--- config.mk ---
export PLATFORM = sky130hd
export DESIGN_NAME = mem_fetch_unit_flat
export DESIGN_NICKNAME = d
export VERILOG_FILES = /design/src/rtl/mem_fetch_unit_pkg.sv /design/src/rtl/mem_fetch_unit_if.sv /design/src/rtl/mem_fetch_unit_timeout.sv /design/src/rtl/mem_fetch_unit.sv /design/src/flat_wrapper.sv
export SDC_FILE = /design/constraint.sdc
export NUM_CORES = 1
export LEC_CHECK = 0
export ABC_AREA = 1
export CAP_MARGIN = 10
export CORE_AREA = 3 3 115 62
export CTS_CLUSTER_DIAMETER = 60
export DETAILED_ROUTE_END_ITERATION = 10
export DIE_AREA = 0 0 118 65
export GPL_ROUTABILITY_DRIVEN = 0
export PLACE_DENSITY = 0.82
export SLEW_MARGIN = 20
export SYNTH_ARGS = -nofsm -noshare
export SYNTH_HDL_FRONTEND = slang
export SYNTH_SLANG_ARGS = --single-unit
--- constraint.sdc ---
create_clock -name clk -period 2 [get_ports clk]
set_clock_uncertainty 0.1 [all_clocks]
set_input_delay 0.4 -clock clk [delete_from_list [all_inputs] [get_ports clk]]
set_output_delay 0.4 -clock clk [all_outputs]
set_load 0.05 [all_outputs]
--- src/rtl/mem_fetch_unit_pkg.sv ---
// Shared constants for the memory fetch front end: address source codes,
// FSM state encodings and read target selection.
package mem_fetch_unit_pkg;

   // memAddr source select codes driven by the control unit
   localparam logic [1:0] SRC_PC     = 2'd0;
   localparam logic [1:0] SRC_OPADDR = 2'd1;
   localparam logic [1:0] SRC_REGC   = 2'd2;
   localparam logic [1:0] SRC_RSVD   = 2'd3;

   // Older names still used by the control unit sources
   localparam logic [1:0] READ_FROM_PC     = SRC_PC;
   localparam logic [1:0] READ_FROM_OPADDR = SRC_OPADDR;
   localparam logic [1:0] READ_FROM_REGC   = SRC_REGC;

   // Fetch FSM state encodings
   localparam logic [1:0] ST_IDLE  = 2'd0;
   localparam logic [1:0] ST_WAIT  = 2'd1;
   localparam logic [1:0] ST_ERROR = 2'd2;

   // Destination register of an outstanding read
   typedef enum logic {
      TGT_OPCODE = 1'b0,
      TGT_MEM    = 1'b1
   } target_e;

   // A reserved source code never produces a bus request
   function automatic logic src_is_valid(input logic [1:0] src);
      return src != SRC_RSVD;
   endfunction

endpackage

--- src/rtl/mem_fetch_unit_if.sv ---
// Read-only memory bus between the fetch unit (master) and memory (slave).
interface mem_fetch_unit_if #(
   parameter int ADDR_W = 16,
   parameter int DATA_W = 16
);
   logic [ADDR_W-1:0] busAddr;
   logic              busReq;
   logic              busAck;
   logic [DATA_W-1:0] busRdata;

   modport master (
      output busAddr,
      output busReq,
      input  busAck,
      input  busRdata
   );

   modport slave (
      input  busAddr,
      input  busReq,
      output busAck,
      output busRdata
   );
endinterface

--- src/rtl/mem_fetch_unit_timeout.sv ---
// Wait-cycle counter for the fetch FSM: cleared when a request is issued,
// incremented on every unacknowledged WAIT cycle, flags the last allowed cycle.
module mem_timeout_counter #(
   parameter int TIMEOUT = 15
) (
   input  logic clk,
   input  logic rst,
   input  logic clr_i,
   input  logic inc_i,
   output logic term_o
);

   logic [7:0] cnt_q;
   logic [7:0] cnt_d;

   // Next count: clear wins over increment
   always_comb begin
      cnt_d = cnt_q;
      if (clr_i) begin
         cnt_d = 8'd0;
      end else if (inc_i) begin
         cnt_d = cnt_q + 8'd1;
      end
   end

   // Count register with synchronous reset
   always_ff @(posedge clk) begin
      if (rst) begin
         cnt_q <= 8'd0;
      end else begin
         cnt_q <= cnt_d;
      end
   end

   assign term_o = (cnt_q == 8'(TIMEOUT - 1));

endmodule

--- src/rtl/mem_fetch_unit.sv ---
// Memory-read front end of the CPU control unit. Converts saveOpcode/saveMem
// strobes into a req/ack read on the memory bus, owns the opcode and memValue
// registers and stalls the control FSM until read data is captured.
//
// state    | meaning
// ---------+-------------------------------------------------------------
// ST_IDLE  | no read outstanding; strobes accepted
// ST_WAIT  | busReq high, address held, waiting for busAck
// ST_ERROR | timeout or reserved source seen; stalled until rst
module mem_fetch_unit
   import mem_fetch_unit_pkg::*;
#(
   parameter int DATA_W  = 16,
   parameter int ADDR_W  = 16,
   parameter int TIMEOUT = 15
) (
   input  logic              clk,
   input  logic              rst,
   input  logic [1:0]        memAddr,
   input  logic              saveOpcode,
   input  logic              saveMem,
   input  logic [ADDR_W-1:0] pc,
   input  logic [ADDR_W-1:0] opAddr,
   input  logic [ADDR_W-1:0] regC,
   mem_fetch_unit_if.master  bus,
   output logic [DATA_W-1:0] opcode,
   output logic [DATA_W-1:0] memValue,
   output logic              stall,
   output logic              busError
);

   logic [1:0]        state_q,    state_d;
   logic              busReq_q,   busReq_d;
   logic [ADDR_W-1:0] busAddr_q,  busAddr_d;
   logic [DATA_W-1:0] opcode_q,   opcode_d;
   logic [DATA_W-1:0] memValue_q, memValue_d;
   logic              busError_q, busError_d;
   target_e           tgt_q,      tgt_d;

   logic              start;
   logic [ADDR_W-1:0] addr_sel;
   logic              cnt_clr;
   logic              cnt_inc;
   logic              cnt_term;

   assign start = (state_q == ST_IDLE) && (saveOpcode || saveMem);

   // Address source mux; the reserved code never reaches the bus
   always_comb begin
      addr_sel = '0;
      case (memAddr)
         SRC_PC:     addr_sel = pc;
         SRC_OPADDR: addr_sel = opAddr;
         SRC_REGC:   addr_sel = regC;
         default:    addr_sel = '0;
      endcase
   end

   mem_timeout_counter #(
      .TIMEOUT (TIMEOUT)
   ) u_timeout (
      .clk    (clk),
      .rst    (rst),
      .clr_i  (cnt_clr),
      .inc_i  (cnt_inc),
      .term_o (cnt_term)
   );

   // Fetch FSM next-state and register updates
   always_comb begin
      state_d    = state_q;
      busReq_d   = busReq_q;
      busAddr_d  = busAddr_q;
      opcode_d   = opcode_q;
      memValue_d = memValue_q;
      busError_d = busError_q;
      tgt_d      = tgt_q;
      cnt_clr    = 1'b0;
      cnt_inc    = 1'b0;
      case (state_q)
         ST_IDLE: begin
            if (start) begin
               if (src_is_valid(memAddr)) begin
                  busAddr_d = addr_sel;
                  tgt_d     = saveOpcode ? TGT_OPCODE : TGT_MEM;
                  busReq_d  = 1'b1;
                  cnt_clr   = 1'b1;
                  state_d   = ST_WAIT;
               end else begin
                  busError_d = 1'b1;
                  state_d    = ST_ERROR;
               end
            end
         end
         ST_WAIT: begin
            if (bus.busAck) begin
               if (tgt_q == TGT_OPCODE) begin
                  opcode_d = bus.busRdata;
               end else begin
                  memValue_d = bus.busRdata;
               end
               busReq_d = 1'b0;
               state_d  = ST_IDLE;
            end else if (cnt_term) begin
               busReq_d   = 1'b0;
               busError_d = 1'b1;
               state_d    = ST_ERROR;
            end else begin
               cnt_inc = 1'b1;
            end
         end
         ST_ERROR: begin
            busReq_d = 1'b0;
         end
         default: begin
            busReq_d = 1'b0;
            state_d  = ST_IDLE;
         end
      endcase
   end

   // State and output registers with synchronous reset
   always_ff @(posedge clk) begin
      if (rst) begin
         state_q    <= ST_IDLE;
         busReq_q   <= 1'b0;
         busAddr_q  <= '0;
         opcode_q   <= '0;
         memValue_q <= '0;
         busError_q <= 1'b0;
         tgt_q      <= TGT_OPCODE;
      end else begin
         state_q    <= state_d;
         busReq_q   <= busReq_d;
         busAddr_q  <= busAddr_d;
         opcode_q   <= opcode_d;
         memValue_q <= memValue_d;
         busError_q <= busError_d;
         tgt_q      <= tgt_d;
      end
   end

   // Stall covers the strobe cycle, every unacknowledged wait and the error state
   always_comb begin
      stall = start
           || ((state_q == ST_WAIT) && !bus.busAck)
           || (state_q == ST_ERROR);
   end

   assign bus.busReq  = busReq_q;
   assign bus.busAddr = busAddr_q;
   assign opcode      = opcode_q;
   assign memValue    = memValue_q;
   assign busError    = busError_q;

endmodule

--- src/flat_wrapper.sv ---
// flat-port wrapper written by rule: the top's interface ports become plain ports
module mem_fetch_unit_flat import mem_fetch_unit_pkg::*;
#(
   parameter int DATA_W  = 16,
   parameter int ADDR_W  = 16,
   parameter int TIMEOUT = 15
)
  (clk, rst, memAddr, saveOpcode, saveMem, pc, opAddr, regC, opcode, memValue, stall, busError, bus_busAddr, bus_busReq, bus_busAck, bus_busRdata);
  mem_fetch_unit_if #(.ADDR_W(ADDR_W), .DATA_W(DATA_W)) bus_i ();
  input  logic clk;
  input  logic rst;
  input  logic [1:0] memAddr;
  input  logic saveOpcode;
  input  logic saveMem;
  input  logic [ADDR_W-1:0] pc;
  input  logic [ADDR_W-1:0] opAddr;
  input  logic [ADDR_W-1:0] regC;
  output logic [DATA_W-1:0] opcode;
  output logic [DATA_W-1:0] memValue;
  output logic stall;
  output logic busError;
  output wire logic [$bits(bus_i.busAddr)-1:0] bus_busAddr;
  output wire logic [$bits(bus_i.busReq)-1:0] bus_busReq;
  input wire logic [$bits(bus_i.busAck)-1:0] bus_busAck;
  input wire logic [$bits(bus_i.busRdata)-1:0] bus_busRdata;
  assign bus_busAddr = bus_i.busAddr;
  assign bus_busReq = bus_i.busReq;
  assign bus_i.busAck = bus_busAck;
  assign bus_i.busRdata = bus_busRdata;
  mem_fetch_unit #(.DATA_W(DATA_W), .ADDR_W(ADDR_W), .TIMEOUT(TIMEOUT)) u_core (.clk(clk), .rst(rst), .memAddr(memAddr), .saveOpcode(saveOpcode), .saveMem(saveMem), .pc(pc), .opAddr(opAddr), .regC(regC), .bus(bus_i), .opcode(opcode), .memValue(memValue), .stall(stall), .busError(busError));
endmodule
==> results_dict.tcl, run 1 <==
set metrics [dict create \
    grt_pass1_vias 2665 \
    clock-sinks 61 \
    synth_commonest_cells "nand2_1 (77), dfxtp_1 (61), o21ai_0 (41)" \
    hold_end "u_core.memValue[6]$_SDFFE_PP0P_" \
    final.setup.tns_ps 0 \
    period_needed_ps 1960 \
    port_buffers 121 \
    start_util_pct 43.8 \
    max_slew_margin_pct 65.5 \
    setup_viol 0 \
    worst_pin_slew_ps 517 \
    io-pin-count 122 \
    synth.most_common_cell "nand2_1" \
    yosysTopAreaCellShare_pct 45.9 \
    slew_viol_final 0 \
    postCtsSetupRepairBufs 0 \
    worstHoldPathCells 2 \
    drive_gt1_share_pct 16.2 \
    cts_buffer_depth 2 \
    syn_inst 356 \
    worstPathRequired_ps 1500 \
    power_w 0.00400 \
    power-per-cell-area_nw_per_um2 929 \
    cp-end-kind "output port" \
    synth_edf_count 0 \
    grt_setup_unrepaired "false" \
    cp-startpoint "u_core.bus.busAddr[15]$_SDFFE_PP0P_" \
    first_iter_violations 184 \
    critPathLaunchType "flop" \
    ys_types 25 \
    async_flop_share_pct 0 \
    tritoncts "built" \
    p_leak_nw 1.88 \
    syn-num-nets 429 \
    synth_area_leaders "dfxtp_1 (46%), nand2_1 (11%), o21ai_0 (7.7%)" \
    cts_made_buffers 9 \
    fp.coreArea_um2 6080 \
    r2r_start "u_core.u_timeout.cnt_q[0]$_SDFFE_PP0P_" \
    netlist_area_um2 2660 \
    arrival_ps 1460 \
    worstPathMaxFanout 2 \
    maxCapViolations 0 \
    overflow 0 \
    grt_pass1_wl_um 12600 \
    drtPass1Iterations 4 \
    die_w_um 118 \
    hold_viol_final 0 \
    h-tree-depth 3 \
    ff2ff_setup_slack_ps 360 \
    hp-class "flop to flop" \
    synth_top_area_cell "dfxtp_1" \
    critPathBufInv 1 \
    grt_max_degree 46 \
    crit_family "buffers and inverters" \
    place_hpwl_um 5550 \
    vias_per_cell 4.85 \
    grt_antenna_before_repair 0 \
    path_cells "clkdlybuf4s50_1" \
    r2r_cells 8 \
    cpMaxStageDelayCell "clkdlybuf4s50_1" \
    syn_area_per_cell_um2 7.48 \
    ant_nets 0 \
    outcome "complete, no violations" \
    min_from "u_core.memValue[6]$_SDFFE_PP0P_" \
    synth_ff_type "dfxtp_1" \
    clock_latency_ps 320 \
    postRouteWirelength_um 7680 \
    clock-root-buffer "clkbuf_16" \
    synth_seq_area_share_pct 45.9 \
    fmax_mhz 511 \
    cpPeakStageDelay_ps 810 \
    filler_cell_count 481 \
    wire_per_inst_um 13.3 \
    final_nets 556 \
    ir_worst_vdd_mv 0.506 \
    track_usage_pct 20.1 \
    synth_seq_cells 61 \
    drc 0 \
    yosysWarnings 0 \
    critPathKind "flop to output port" \
    cts.reportedPaths.clkPinSlew_ps 50 \
    area.growth.synth_to_final_pct 61.8 \
    core.rowCount 20 \
    cts_hold_buffers 0 \
    diodes 0 \
    final.period_utilization_pct 97.9 \
    vias 2794 \
    r2r_end "u_core.bus.busReq$_SDFFE_PP0P_" \
    die_area_um2 7670 \
    die_h_um 65 \
]
[where the power goes]
group          leakage, nW  internal [W]  total (W)  switching, W
sequential           0.498       0.00131    0.00136     0.0000537
clock                0.154       0.00116    0.00169      0.000537
combinational         1.22      0.000378   0.000945      0.000567
total                 1.88       0.00285    0.00400       0.00116
[cell families after synthesis]
family	Yosys count	synth area share [%]
flops	61	45.9
compound gates	89	19.5
simple gates	147	24.2
fa+ha+maj	2	0.940
buf+inv	55	8.83
xor+xnor	2	0.658
[flip-flops by register name, indices dropped and copies added (netlist names)]
signal                  cells
u_core.state_q              2
u_core.bus.busReq           1
u_core.busError             1
u_core.tgt_q                1
u_core.opcode              16
u_core.u_timeout.cnt_q      8
u_core.bus.busAddr         16
u_core.memValue            16
[layer usage]
metal  global-route usage (%)  vias up  share of wire [%]
li1                         -     1424                  -
met1                     22.4     1284                 41
met2                     36.6       74                 52
met3                     5.84       12                5.3
met4                     8.03        0                1.6
met5                        0        -                  0
[worst max-delay path by stage]
stage	slack, ps	to	cells after the start
after global routing	6	memValue[10]	1
after global placement	120	stall	5
after detailed placement	80	stall	5
after floorplan	530	stall	4
after CTS	9	memValue[15]	1
final	40	bus_busAddr[15]	1
[stage by stage]
stage,setup slack (ps),util (%),hold slack (ps),cells,cell area [um^2]
final,42.9,70.8,341,576,4310
after CTS,9.31,70.8,344,576,4300
after floorplan,531,-,361,356,2660
after global routing,5.56,70.8,362,576,4310
after detailed placement,76.6,65.2,335,560,3970
after global placement,124,65.2,331,560,3970
[cell usage in the layout, fill, tap and decap left out, types with 2 or more instances in the layout]
master | netlist | layout
buf_12 | 0 | 6
o211a_1 | 14 | 14
clkinvlp_4 | 0 | 3
nand3_2 | 2 | 2
dfxtp_1 | 61 | 61
clkdlybuf4s50_1 | 0 | 82
buf_4 | 4 | 44
bufinv_16 | 0 | 2
clkbuf_8 | 0 | 2
nand3_1 | 7 | 7
nand2_1 | 77 | 77
nor2_1 | 38 | 38
ha_1 | 2 | 2
a21oi_1 | 33 | 33
dlymetal6s2s_1 | 0 | 2
nor2_4 | 3 | 3
o21ai_0 | 41 | 41
clkbuf_16 | 0 | 9
nand4_1 | 16 | 16
inv_1 | 33 | 33
inv_2 | 4 | 4
[final cells by class]
cell class / instances / area (um^2) / area share (%)
Timing Repair Buffer: 134 / 1300 / 30.1
Sequential cell: 61 / 1220 / 28.3
Inverter: 37 / 139 / 3.22
Multi-Input combinational cell: 240 / 1210 / 28.0
Clock inverter: 5 / 82.6 / 1.92
Tap cell: 88 / 110 / 2.56
Clock buffer: 11 / 253 / 5.87
[timing repair]
item                                    4_1_cts  5_1_grt
endpoints found under the setup margin        0        2
resized for setup                             0        2
endpoints found under the hold margin         0        0
Note: power is estimated with default switching activity, not from simulation.
==> run 2: changes to the inputs <==
--- a/config.mk
+++ b/config.mk
@@ -5,14 +5,13 @@
 export SDC_FILE = /design/constraint.sdc
 export NUM_CORES = 1
 export LEC_CHECK = 0
-export ABC_AREA = 1
 export CAP_MARGIN = 10
-export CORE_AREA = 3 3 115 62
+export CORE_AREA = 3 3 116 62
 export CTS_CLUSTER_DIAMETER = 60
 export DETAILED_ROUTE_END_ITERATION = 10
-export DIE_AREA = 0 0 118 65
+export DIE_AREA = 0 0 119 65
 export GPL_ROUTABILITY_DRIVEN = 0
-export PLACE_DENSITY = 0.82
+export PLACE_DENSITY = 0.83
 export SLEW_MARGIN = 20
 export SYNTH_ARGS = -nofsm -noshare
 export SYNTH_HDL_FRONTEND = slang
==> results_dict.tcl, run 2 <==
set metrics [dict create \
    netlist_area_um2 2780 \
    drc 0 \
    slew_viol_final 0 \
    drtPass1Iterations 4 \
    cts_hold_buffers 0 \
    die_area_um2 7740 \
    ant_nets 0 \
    synth_commonest_cells "nand2_1 (66), dfxtp_1 (61), a21oi_1 (53)" \
    max_slew_margin_pct 60.3 \
    final.period_utilization_pct 99.3 \
    area.growth.synth_to_final_pct 59.1 \
    post-place-ws_ps -137 \
    synth_seq_area_share_pct 43.9 \
    io-pin-count 122 \
    syn_area_per_cell_um2 8.55 \
    filler_cell_count 462 \
    path_cells "clkdlybuf4s50_1, or2_4, o21ai_4, nand2_2, buf_12" \
    vias 2720 \
    clock-root-buffer "clkbuf_16" \
    core.rowCount 20 \
    cp-startpoint "saveMem" \
    final_cell_count_no_fill 550 \
    power-per-cell-area_nw_per_um2 942 \
    final_cell_mix "clkdlybuf4s50_1 (86), nand2_1 (65), dfxtp_1 (61)" \
    min_from "rst" \
    diodes 0 \
    p_leak_nw 1.90 \
    cts.reportedPaths.clkPinSlew_ps 50 \
    port_buffers 121 \
    clock-sinks 61 \
    yosysTopAreaCellShare_pct 43.9 \
    place_hpwl_um 5730 \
    layout_commonest_cell "clkdlybuf4s50_1" \
    fp.coreArea_um2 6130 \
    layout_setup_ws_ps 13.8 \
    hold_viol_final 0 \
    clock_latency_ps 320 \
    track_usage_pct 20.5 \
    postCtsSetupRepairBufs 0 \
    syn-num-nets 398 \
    synth_area_leaders "dfxtp_1 (44%), a21oi_1 (9.5%), nand2_1 (8.9%)" \
    yosysWarnings 0 \
    grt_setup_unrepaired "true" \
    ys_types 41 \
    cts_made_buffers 9 \
    die_h_um 65 \
    dp_cells 534 \
    postRouteWirelength_um 7750 \
    grt_antenna_before_repair 0 \
    tritoncts "built" \
    synth_seq_cells 61 \
    cpMaxStageDelayCell "clkdlybuf4s50_1" \
    worstPathMaxFanout 2 \
    ir_worst_vdd_mv 0.428 \
    wire_per_inst_um 14.1 \
    final_nets 530 \
    grt_pass1_wl_um 12900 \
    async_flop_share_pct 0 \
    cp-end-kind "output port" \
    critPathKind "input port to output port" \
    start_util_pct 45.3 \
    grt_max_degree 50 \
    cts_buffer_depth 2 \
    cpPeakStageDelay_ps 420 \
    fmax_mhz 503 \
    setup_viol 0 \
    arrival_ps 1490 \
    outcome "complete, no violations" \
    critPathLaunchType "input port" \
    period_needed_ps 1990 \
    synth.most_common_cell "nand2_1" \
    syn_inst 325 \
    synth_ff_type "dfxtp_1" \
    hp-class "input port to flop" \
    worst_pin_slew_ps 595 \
    grt_pass1_vias 2691 \
    drive_gt1_share_pct 19.3 \
    die_w_um 119 \
    synth_top_area_cell "dfxtp_1" \
    first_iter_violations 111 \
    vias_per_cell 4.95 \
    worstPathRequired_ps 1500 \
    hold_slack_ps 234 \
    synth_edf_count 0 \
    h-tree-depth 3 \
    maxCapViolations 0 \
    overflow 0 \
    r2r_start "u_core.state_q[0]$_SDFFE_PP0P_" \
]
run 2: cell count changes after synthesis, sizes merged, moves of 5 or more:
cell | before | now
o21ai | 42 | 6
inv | 37 | 3
a21oi | 33 | 53
a211oi | 0 | 18
mux2i | 0 | 16
o211a | 14 | 0
nand4 | 16 | 3
nand2 | 78 | 66
nand3 | 9 | 1
buf | 11 | 16
run 2: layout make-up:
cell class                 instances  area, um^2  share of cell area (%)
tap                               88         110                    2.49
clock inverter                     6        38.8                   0.877
multi-input combinational        236        1390                    31.5
inverter                           3        11.3                   0.255
timing repair buffer             146        1410                    31.9
clock buffer                      10         239                    5.40
sequential                        61        1220                    27.6
run 2: final timing paths:
check / slack, ps / endpoint / cells after the start
worst min register to register: 350 / u_core.memValue[6]$_SDFFE_PP0P_ / 2
worst max register to register: 310 / u_core.opcode[1]$_SDFFE_PP0P_ / 5
worst max-delay path: 10 / stall / 5
worst min-delay path: 230 / u_core.state_q[0]$_SDFFE_PP0P_ / 2
run 2: worst max-delay path: cells and delay by family:
family | cells | cell delay (ps)
buf+inv | 2 | 570
simple gates | 2 | 350
compound gates | 1 | 160
run 2: routing by layer:
metal / part of all wire (%) / global-route usage [%] / up-vias / wire, um
met5: 0 / 0 / - / 0
met4: 1.0 / 5.63 / 0 / 79
met3: 7.5 / 7.41 / 8 / 585
met2: 47 / 34.8 / 91 / 3630
met1: 45 / 24.8 / 1251 / 3460
li1: - / - / 1370 / -
run 2: cells by family (layout without fill, tap and decap cells):
group	count (synthesis)	in the layout	share of synthesized area, %
multiplexers	16	16	5.76
XOR/XNOR	6	6	1.89
AND/OR/NAND/NOR	131	131	21.6
flip-flops	61	61	43.9
adder cells (fa/ha/maj)	2	2	0.900
buffers and inverters	28	165	6.66
AO/OA/AOI/OAI	81	81	19.3
run 2: power by group:
part	switching [W]	total [W]	leakage, nW	internal, W
registers	0.0000902	0.00143	0.497	0.00134
logic	0.000782	0.00135	1.27	0.000571
clock network	0.000523	0.00139	0.134	0.000865
total	0.00139	0.00417	1.90	0.00277
run 2: through the flow:
stage | setup TNS (ps) | util, % | instance area (um^2) | total power, W
6_report | 0 | 72.1 | 4420 | 0.00417
5_1_grt | -15.8 | 72.1 | 4420 | 0.00437
4_1_cts | 0 | 71.6 | 4390 | 0.00420
2_1_floorplan | 0 | - | 2780 | 0.00228
3_3_place_gp | -984 | 66.9 | 4100 | 0.00277
3_5_place_dp | -1830 | 66.9 | 4100 | 0.00279
run 2: timing repair:
action,in CTS,in global routing
cloned,0,0
gates resized for setup,4,12
pin swaps,2,1
setup endpoints to repair,1,11
